$ cat config.mk
export PLATFORM = sky130hd
export DESIGN_NAME = backend_dest_core_buffered
export DESIGN_NICKNAME = d
export VERILOG_FILES = /design/src/rtl/backend_dest_core_buffered.sv
export SDC_FILE = /design/constraint.sdc
export NUM_CORES = 1
export LEC_CHECK = 0
export CORE_AREA = 2 2 338 340
export CTS_CLUSTER_SIZE = 14
export DETAILED_ROUTE_END_ITERATION = 8
export DIE_AREA = 0 0 340 342
export GPL_TIMING_DRIVEN = 0
export MAX_ROUTING_LAYER = met4
export PLACE_DENSITY = 0.59
export SLEW_MARGIN = 5
export SYNTH_ARGS = -nofsm -noshare
export SYNTH_HDL_FRONTEND = slang
export SYNTH_SLANG_ARGS = --single-unit
$ cat constraint.sdc
create_clock -name clk -period 8.7 [get_ports clk]
set_input_delay 1.74 -clock clk [delete_from_list [all_inputs] [get_ports clk]]
set_output_delay 1.74 -clock clk [all_outputs]
set_load 0.05 [all_outputs]
$ cat src/rtl/backend_dest_core_buffered.sv
// Per-core write-back stage: update FIFO, local BRAM write, deferred iteration end.
// Optional build macro: BACKEND_COALESCE_EN (merge same-id tail updates by unsigned min).
module backend_dest_core_buffered #(
  parameter int V_ID_WIDTH         = 32,
  parameter int V_VALUE_WIDTH      = 32,
  parameter int ITERATION_WIDTH    = 32,
  parameter int CORE_NUM_WIDTH     = 5,
  parameter int FIFO_DEPTH_LOG     = 4,
  parameter int ALMOST_FULL_MARGIN = 4
) (
  input  logic                       clk,
  input  logic                       rst,
  input  logic [V_ID_WIDTH-1:0]      recv_update_v_id,
  input  logic [V_VALUE_WIDTH-1:0]   recv_update_v_value,
  input  logic                       recv_update_v_valid,
  input  logic                       recv_iteration_end,
  input  logic                       recv_iteration_end_valid,
  input  logic [ITERATION_WIDTH-1:0] recv_iteration_id,
  input  logic                       next_stage_full,
  output logic                       dest_core_full,
  output logic [V_ID_WIDTH-1:0]      wr_vertex_bram_addr,
  output logic [V_VALUE_WIDTH-1:0]   wr_vertex_bram_data,
  output logic                       wr_vertex_bram_valid,
  output logic                       wr_vertex_bram_iteration_end,
  output logic                       wr_vertex_bram_iteration_end_valid,
  output logic [ITERATION_WIDTH-1:0] wr_vertex_bram_iteration_id,
  output logic                       overflow_err
);

  localparam int DEPTH = 1 << FIFO_DEPTH_LOG;
  localparam int CW    = FIFO_DEPTH_LOG + 1;
  localparam logic [CW-1:0] DEPTH_C = CW'(DEPTH);
  localparam logic [CW-1:0] AF_TH   = CW'(DEPTH - ALMOST_FULL_MARGIN);

  typedef enum logic [1:0] {
    S_IDLE,
    S_DRAIN,
    S_EMIT
  } state_t;

  logic [V_ID_WIDTH-1:0]      r_vid_mem [DEPTH];
  logic [V_VALUE_WIDTH-1:0]   r_val_mem [DEPTH];
  logic [FIFO_DEPTH_LOG-1:0]  r_wr_ptr;
  logic [FIFO_DEPTH_LOG-1:0]  r_rd_ptr;
  logic [CW-1:0]              r_count;
  logic                       r_full;
  logic                       r_ovf;
  logic                       r_wr_valid;
  logic [V_ID_WIDTH-1:0]      r_wr_addr;
  logic [V_VALUE_WIDTH-1:0]   r_wr_data;
  logic [ITERATION_WIDTH-1:0] r_iter_id;
  state_t                     r_state;

  state_t                     w_state_nxt;
  logic                       w_empty;
  logic                       w_fifo_full;
  logic                       w_pop;
  logic                       w_push;
  logic                       w_drop;
  logic                       w_coal;
  logic                       w_capture;
  logic                       w_emit;
  logic [CW-1:0]              w_count_nxt;
  logic [V_ID_WIDTH-1:0]      w_rd_vid;

  assign w_empty     = (r_count == '0);
  assign w_fifo_full = (r_count == DEPTH_C);
  assign w_pop       = !w_empty && !next_stage_full;
  assign w_rd_vid    = r_vid_mem[r_rd_ptr];

`ifdef BACKEND_COALESCE_EN
  logic [FIFO_DEPTH_LOG-1:0] w_tail;
  assign w_tail = r_wr_ptr - 1'b1;
  // Tail is off-limits when this cycle's pop removes it.
  assign w_coal = recv_update_v_valid && !w_empty
               && (r_vid_mem[w_tail] == recv_update_v_id)
               && !(w_pop && (r_count == CW'(1)));
`else
  assign w_coal = 1'b0;
`endif

  assign w_push      = recv_update_v_valid && !w_coal && !w_fifo_full;
  assign w_drop      = recv_update_v_valid && !w_coal && w_fifo_full;
  assign w_count_nxt = r_count + CW'(w_push) - CW'(w_pop);

  always_ff @(posedge clk) begin
    if (w_push) begin
      r_vid_mem[r_wr_ptr] <= recv_update_v_id;
      r_val_mem[r_wr_ptr] <= recv_update_v_value;
    end
`ifdef BACKEND_COALESCE_EN
    else if (w_coal && (recv_update_v_value < r_val_mem[w_tail])) begin
      r_val_mem[w_tail] <= recv_update_v_value;
    end
`endif
  end

  always_comb begin
    w_state_nxt = r_state;
    w_capture   = 1'b0;
    w_emit      = 1'b0;
    unique case (r_state)
      S_IDLE: begin
        if (recv_iteration_end && recv_iteration_end_valid) begin
          w_capture   = 1'b1;
          w_state_nxt = S_DRAIN;
        end
      end
      S_DRAIN: begin
        if (w_empty && !r_wr_valid) w_state_nxt = S_EMIT;
      end
      S_EMIT: begin
        w_emit      = 1'b1;
        w_state_nxt = S_IDLE;
      end
      default: w_state_nxt = S_IDLE;
    endcase
  end

  always_ff @(posedge clk) begin
    if (rst) begin
      r_wr_ptr   <= '0;
      r_rd_ptr   <= '0;
      r_count    <= '0;
      r_full     <= 1'b0;
      r_ovf      <= 1'b0;
      r_wr_valid <= 1'b0;
      r_wr_addr  <= '0;
      r_wr_data  <= '0;
      r_iter_id  <= '0;
      r_state    <= S_IDLE;
    end else begin
      if (w_push) r_wr_ptr <= r_wr_ptr + 1'b1;
      if (w_pop)  r_rd_ptr <= r_rd_ptr + 1'b1;
      r_count    <= w_count_nxt;
      r_full     <= (w_count_nxt >= AF_TH);
      r_ovf      <= r_ovf | w_drop;
      r_wr_valid <= w_pop;
      r_wr_addr  <= w_pop ? (w_rd_vid >> CORE_NUM_WIDTH) : '0;
      r_wr_data  <= w_pop ? r_val_mem[r_rd_ptr] : '0;
      if (w_capture) r_iter_id <= recv_iteration_id;
      r_state    <= w_state_nxt;
    end
  end

  assign dest_core_full                     = r_full;
  assign overflow_err                       = r_ovf;
  assign wr_vertex_bram_valid               = r_wr_valid;
  assign wr_vertex_bram_addr                = r_wr_addr;
  assign wr_vertex_bram_data                = r_wr_data;
  assign wr_vertex_bram_iteration_end       = w_emit;
  assign wr_vertex_bram_iteration_end_valid = w_emit;
  assign wr_vertex_bram_iteration_id        = r_iter_id;

endmodule

Word-level counts from Yosys, hierarchy flattened. Memories as Yosys holds them, arrays and structs flattened. A register that Yosys moved wholly into a read port is not among the register bits. Cells that the tools add are included. W data, S select, Z words.

$lt $le $gt $ge: 1. Add/sub/neg operators: 4. Multiplexer cells: 8. Equal/unequal tests: 5. Reductions and logical operators: 13. Bitwise operators: 2.

Operators by type and width (number): $add A4 B1 Y4 const B (2); $add A5 B1 Y5 (1); $eq A5 B5 Y1 const B (1); $ge A5 B4 Y1 const B (1); $logic_and A1 B1 Y1 (5); $logic_not A5 Y1 (1); $mux W1 (5); $sub A5 B1 Y5 (1); $logic_not A1 Y1 (4); $mux W2 (2); $ne A2 B2 Y1 const B (2); $pmux W2 S2 (1); $eq A2 B1 Y1 const B (1); $eq A2 B2 Y1 const B (1); $logic_not A2 Y1 (1); $reduce_and A2 Y1 (1); $reduce_or A2 Y1 (1); $not A1 Y1 (1); $or A1 B1 Y1 (1).

Register bits: 55. Memories kept: 2. Input port bits: 102. Bits in writable memories: 1024. Output and inout bits: 101. Word-level logic and storage cells: 44.

Memories: r_val_mem (words 16, bits a word 32, rd ports 1, clocked after Yosys merged registers in 1, wr ports 1, line 42) `logic [V_VALUE_WIDTH-1:0] r_val_mem [DEPTH];`; r_vid_mem (words 16, bits a word 32, rd ports 1, clocked after Yosys merged registers in 1, wr ports 1, line 41) `logic [V_ID_WIDTH-1:0] r_vid_mem [DEPTH];`.

Logic depth before layout (Yosys ltp).
Depth in word-level cells: 6. Mapped depth: 11. Depth with buffers taken out: 11.

Worst setup path after synthesis. Ideal clock, no wire load.

Path kind: in2reg. Start point: input port recv_update_v_valid. End point: memory r_val_mem[0][0] (enable). Setup slack: 1.991 ns. Arrival: 6.161 ns. Setup time: 0.548 ns. Path buffers: 1. Stages: 4. Required time: 8.152 ns. Cell sequence: and2_1 clkbuf_1 nand2_1 nor3_1.

Cells in the longest elaborated chain, start to end: 3.

Ends and longest elaborated chain: start, declared (line 15) `input logic recv_update_v_valid,`; $logic_and A1 B1 Y1 (line 82) `assign w_push = recv_update_v_valid && !w_coal && !w_fifo_full;`; $mux W1 (line 87) `if (w_push) begin`; $mux W1 (not written as such) (line 89) `r_val_mem[r_wr_ptr] <= recv_update_v_value;`; end, declared (line 42).

Every way passes these cells.

Worst setup path after layout.
Start point: input port recv_update_v_valid. End point: memory r_vid_mem[0][14] (enable).

Cells in the longest elaborated chain, start to end: 3.

Ends and longest elaborated chain: $logic_and A1 B1 Y1 (line 82); $mux W1 (line 87); $mux W1 (not written as such) (line 88) `r_vid_mem[r_wr_ptr] <= recv_update_v_id;`; end, declared (line 41).

Every way passes these cells.

==> flow_metrics.py <==
metrics = {
    "synth": {
        "ys_seq_area_share_pct": 78.2,
        "ys.flop_type": "edfxtp_1",
        "synth_area_um2": 39000,
        "ys_ff_latch": 1053,
        "ys_types": 36,
        "yosys.area.top_type": "edfxtp_1",
        "synth-warning-count": 0,
        "yosysTopAreaCellShare_pct": 72.6,
        "synth.most_common_cell": "edfxtp_1",
        "netlist_top_cells_count": "edfxtp_1 (944), mux4_2 (236), mux2i_1 (118)",
        "async_flop_share_pct": 0,
        "syn_inst": 1762,
        "synth_edf_count": 944,
        "synth.area.top_cells": "edfxtp_1 (73%), mux4_2 (14%), dfxtp_1 (5.6%), mux2i_1 (3.0%), o22ai_1 (0.95%)",
        "synth.avg_cell_area_um2": 22.2,
    },
    "drt": {
        "avgViaCountPerCell": 5.02,
        "wl_per_cell_um": 25.3,
        "drcViolationCount": 0,
        "drt_iter0_drc": 1670,
        "finalWirelength_um": 95100,
        "vias": 18800,
        "drtPass1Iterations": 5,
        "drtAntennaViolNets": 0,
    },
    "global_routing": {
        "grt_overflow_total": 0,
        "grt_max_degree": 23,
        "track_usage_pct": 16.7,
        "grt_pass1_vias": 19600,
        "grt_pass1_wl_um": 136000,
        "antenna_found_initial": 10,
    },
    "placed_design": {
        "pre_cts_ws_ns": 3.73,
        "dpl.hpwl_um": 62500,
        "routabilityCongestion": 0.857,
        "placed_area_um2": 44100,
        "io_buffers": 191,
    },
    "clock_tree": {
        "cts_inserted_buffers": 109,
        "post-cts-setup-buffers": 0,
        "cts_resized": 0,
        "htree_levels": 3,
        "cts_hold_buffers": 0,
        "cts_root_buffer": "clkbuf_16",
        "path_clk_slew_ns": 0.06,
        "cts_max_path_buffers": 3,
        "cts_tree": "built",
        "clk_latency_ns": 0.67,
        "cts.sinks": 1053,
    },
    "power": {
        "powerDensity_nw_per_um2": 266,
        "p_leak_nw": 14.8,
        "p_comb_share_pct": 18.1,
        "p_int_w": 0.00946,
        "peakVddDrop_v": 0.000185,
        "swShare_pct": 25.5,
        "p_seq_share_pct": 45.7,
        "power_w": 0.0127,
        "clkPwrFrac_pct": 36.2,
        "power.switching_w": 0.00324,
    },
    "timing": {
        "finClkSkew_ns": 0.0204,
        "finalSetupViolCount": 0,
        "slew_headroom_pct": 24.0,
        "max_clock_freq_mhz": 231,
        "period_share_pct": 49.7,
        "grt_setup_unrepaired": "no",
        "hold_viol_final": 0,
        "drv_slew": 0,
        "whs_ns": 0.459,
        "period_minus_slack_ns": 4.32,
        "tightest_slew_ns": 1.14,
        "setup_slack_ns": 4.38,
    },
    "worst_setup_path": {
        "rr_startpoint": "r_count[2]",
        "rrSetupSlack_ns": 5.18,
        "critPathCaptureType": "register",
        "crit_slowest_cell": "clkdlybuf4s50_1",
        "critPathMaxFanout": 8,
        "worstPathRequired_ns": 9.08,
        "rr_worst_depth": 12,
        "cp.arrival_ns": 4.70,
        "start_kind": "input pin",
        "critPathKind": "in2reg",
        "path_common_cell": "buf_4",
        "crit_chain": "clkdlybuf4s50_1, and2_1, clkbuf_1, nand2_1, nor3_2, buf_6, buf_4, buf_4, buf_4, buf_6",
        "slowest_delay_ns": 0.61,
        "path_buf_inv": 7,
        "timing.rr.end": "r_vid_mem[0][14]",
        "path_delay_family": "buffers and inverters",
    },
    "floorplan": {
        "core_area_um2": 113000,
        "rows": 124,
        "die_h_um": 342,
        "die-area_um2": 116000,
        "boundaryPins": 203,
        "fp.dieW_um": 340,
        "initial_core_util_pct": 34.5,
    },
    "outcome": {
        "status": "finished, final reports clean",
    },
    "hold_path": {
        "min_path_cells": 2,
        "holdPathEnd": "wr_vertex_bram_iteration_id[24]",
        "hold_class": "reg2reg",
        "hp-start": "wr_vertex_bram_iteration_id[24]",
    },
    "finish": {
        "fin_area_um2": 47700,
        "fin_util_pct": 42.2,
        "num-nets-final": 2253,
        "drive_above_1_share_pct": 24.1,
        "area_growth_pct": 22.2,
    },
    "job": {
        "drv.max_cap_violation_count": 0,
    },
}
layout make-up:
type / count / area (um2)
well taps: 1512 / 1890
diodes: 9 / 22.5
multi-input cells: 606 / 8010
clock buffers: 152 / 3000
fillers: 9626 / 65400
clock inverters: 51 / 548
flip-flops and latches: 1053 / 30500
plain buffers: 101 / 616
repair buffers: 263 / 3080
inverters: 6 / 22.5
power by group through the flow:
stage | Combinational (W) | Sequential, W | Clock (W)
after global placement | 0.00225 | 0.00594 | 0
final | 0.00230 | 0.00580 | 0.00460
after CTS | 0.00235 | 0.00580 | 0.00471
after detailed placement | 0.00234 | 0.00591 | 0
after global routing | 0.00245 | 0.00582 | 0.00491
after floorplan | 0.00130 | 0.00615 | 0
state kept, by name, summed over array words and instances (netlist names):
signal	flops
r_val_mem	512
dest_core_full	1
r_count	5
overflow_err	1
r_state	2
r_rd_ptr	4
wr_vertex_bram_addr	27
wr_vertex_bram_valid	1
wr_vertex_bram_iteration_id	32
wr_vertex_bram_data	32
r_wr_ptr	4
r_vid_mem	432
stage by stage:
step / TNS [ns] / instances
2_1_floorplan: 0 / 1766
3_3_place_gp: -1219.17 / 3469
3_5_place_dp: 0 / 3541
4_1_cts: 0 / 3744
5_1_grt: 0 / 3751
6_report: 0 / 3753
worst min-delay path, delay by kind of cell, from the launching register on:
family	cells	cell delay, ns
DFF	1	0.31
and+or+nand+nor	1	0.05
AOI/OAI and AO/OA	1	0.05
worst max path at each step:
| stage | slack [ns] | start | endpoint | cells after the start |
|---|---|---|---|---|
| CTS | 4.44 | recv_update_v_valid | r_vid_mem[0][16] | 10 |
| global route | 4.33 | recv_update_v_valid | r_vid_mem[0][14] | 10 |
| global placement | -3.95 | recv_update_v_valid | r_vid_mem[1][16] | 5 |
| floorplan | 1.99 | recv_update_v_valid | r_val_mem[0][0] | 4 |
| finish | 4.38 | recv_update_v_valid | r_vid_mem[0][14] | 10 |
| detailed placement | 3.73 | recv_update_v_valid | r_vid_mem[0][16] | 10 |
metal layers:
layer	vias up	track usage (%)	wire, um
met5	-	-	0
li1	8061	-	-
met1	9955	21.7	39500
met2	695	27.0	46300
met4	0	4.53	2070
met3	132	3.38	7140
layout by cell type (no fill, tap or decap), types with 24 or more instances in the layout:
| cell type | Yosys | layout |
|---|---|---|
| dfxtp_1 | 109 | 109 |
| mux4_2 | 236 | 236 |
| buf_12 | 0 | 24 |
| clkbuf_1 | 32 | 67 |
| clkdlybuf4s50_1 | 0 | 191 |
| buf_4 | 26 | 41 |
| nand2_1 | 72 | 72 |
| o22ai_1 | 59 | 59 |
| a21oi_1 | 38 | 38 |
| buf_6 | 15 | 34 |
| mux2i_1 | 118 | 118 |
| clkbuf_16 | 0 | 112 |
| edfxtp_1 | 944 | 944 |
cells by family after synthesis:
logic type	share of synthesized area, %
buffers and inverters	1.63
XOR/XNOR	0.247
adder cells (fa/ha/maj)	0.372
multiplexers	16.6
other	0.00960
AO/OA/AOI/OAI	1.51
flip-flops	78.2
AND/OR/NAND/NOR	1.41
No activity file was read; power rests on OpenSTA's default activity.
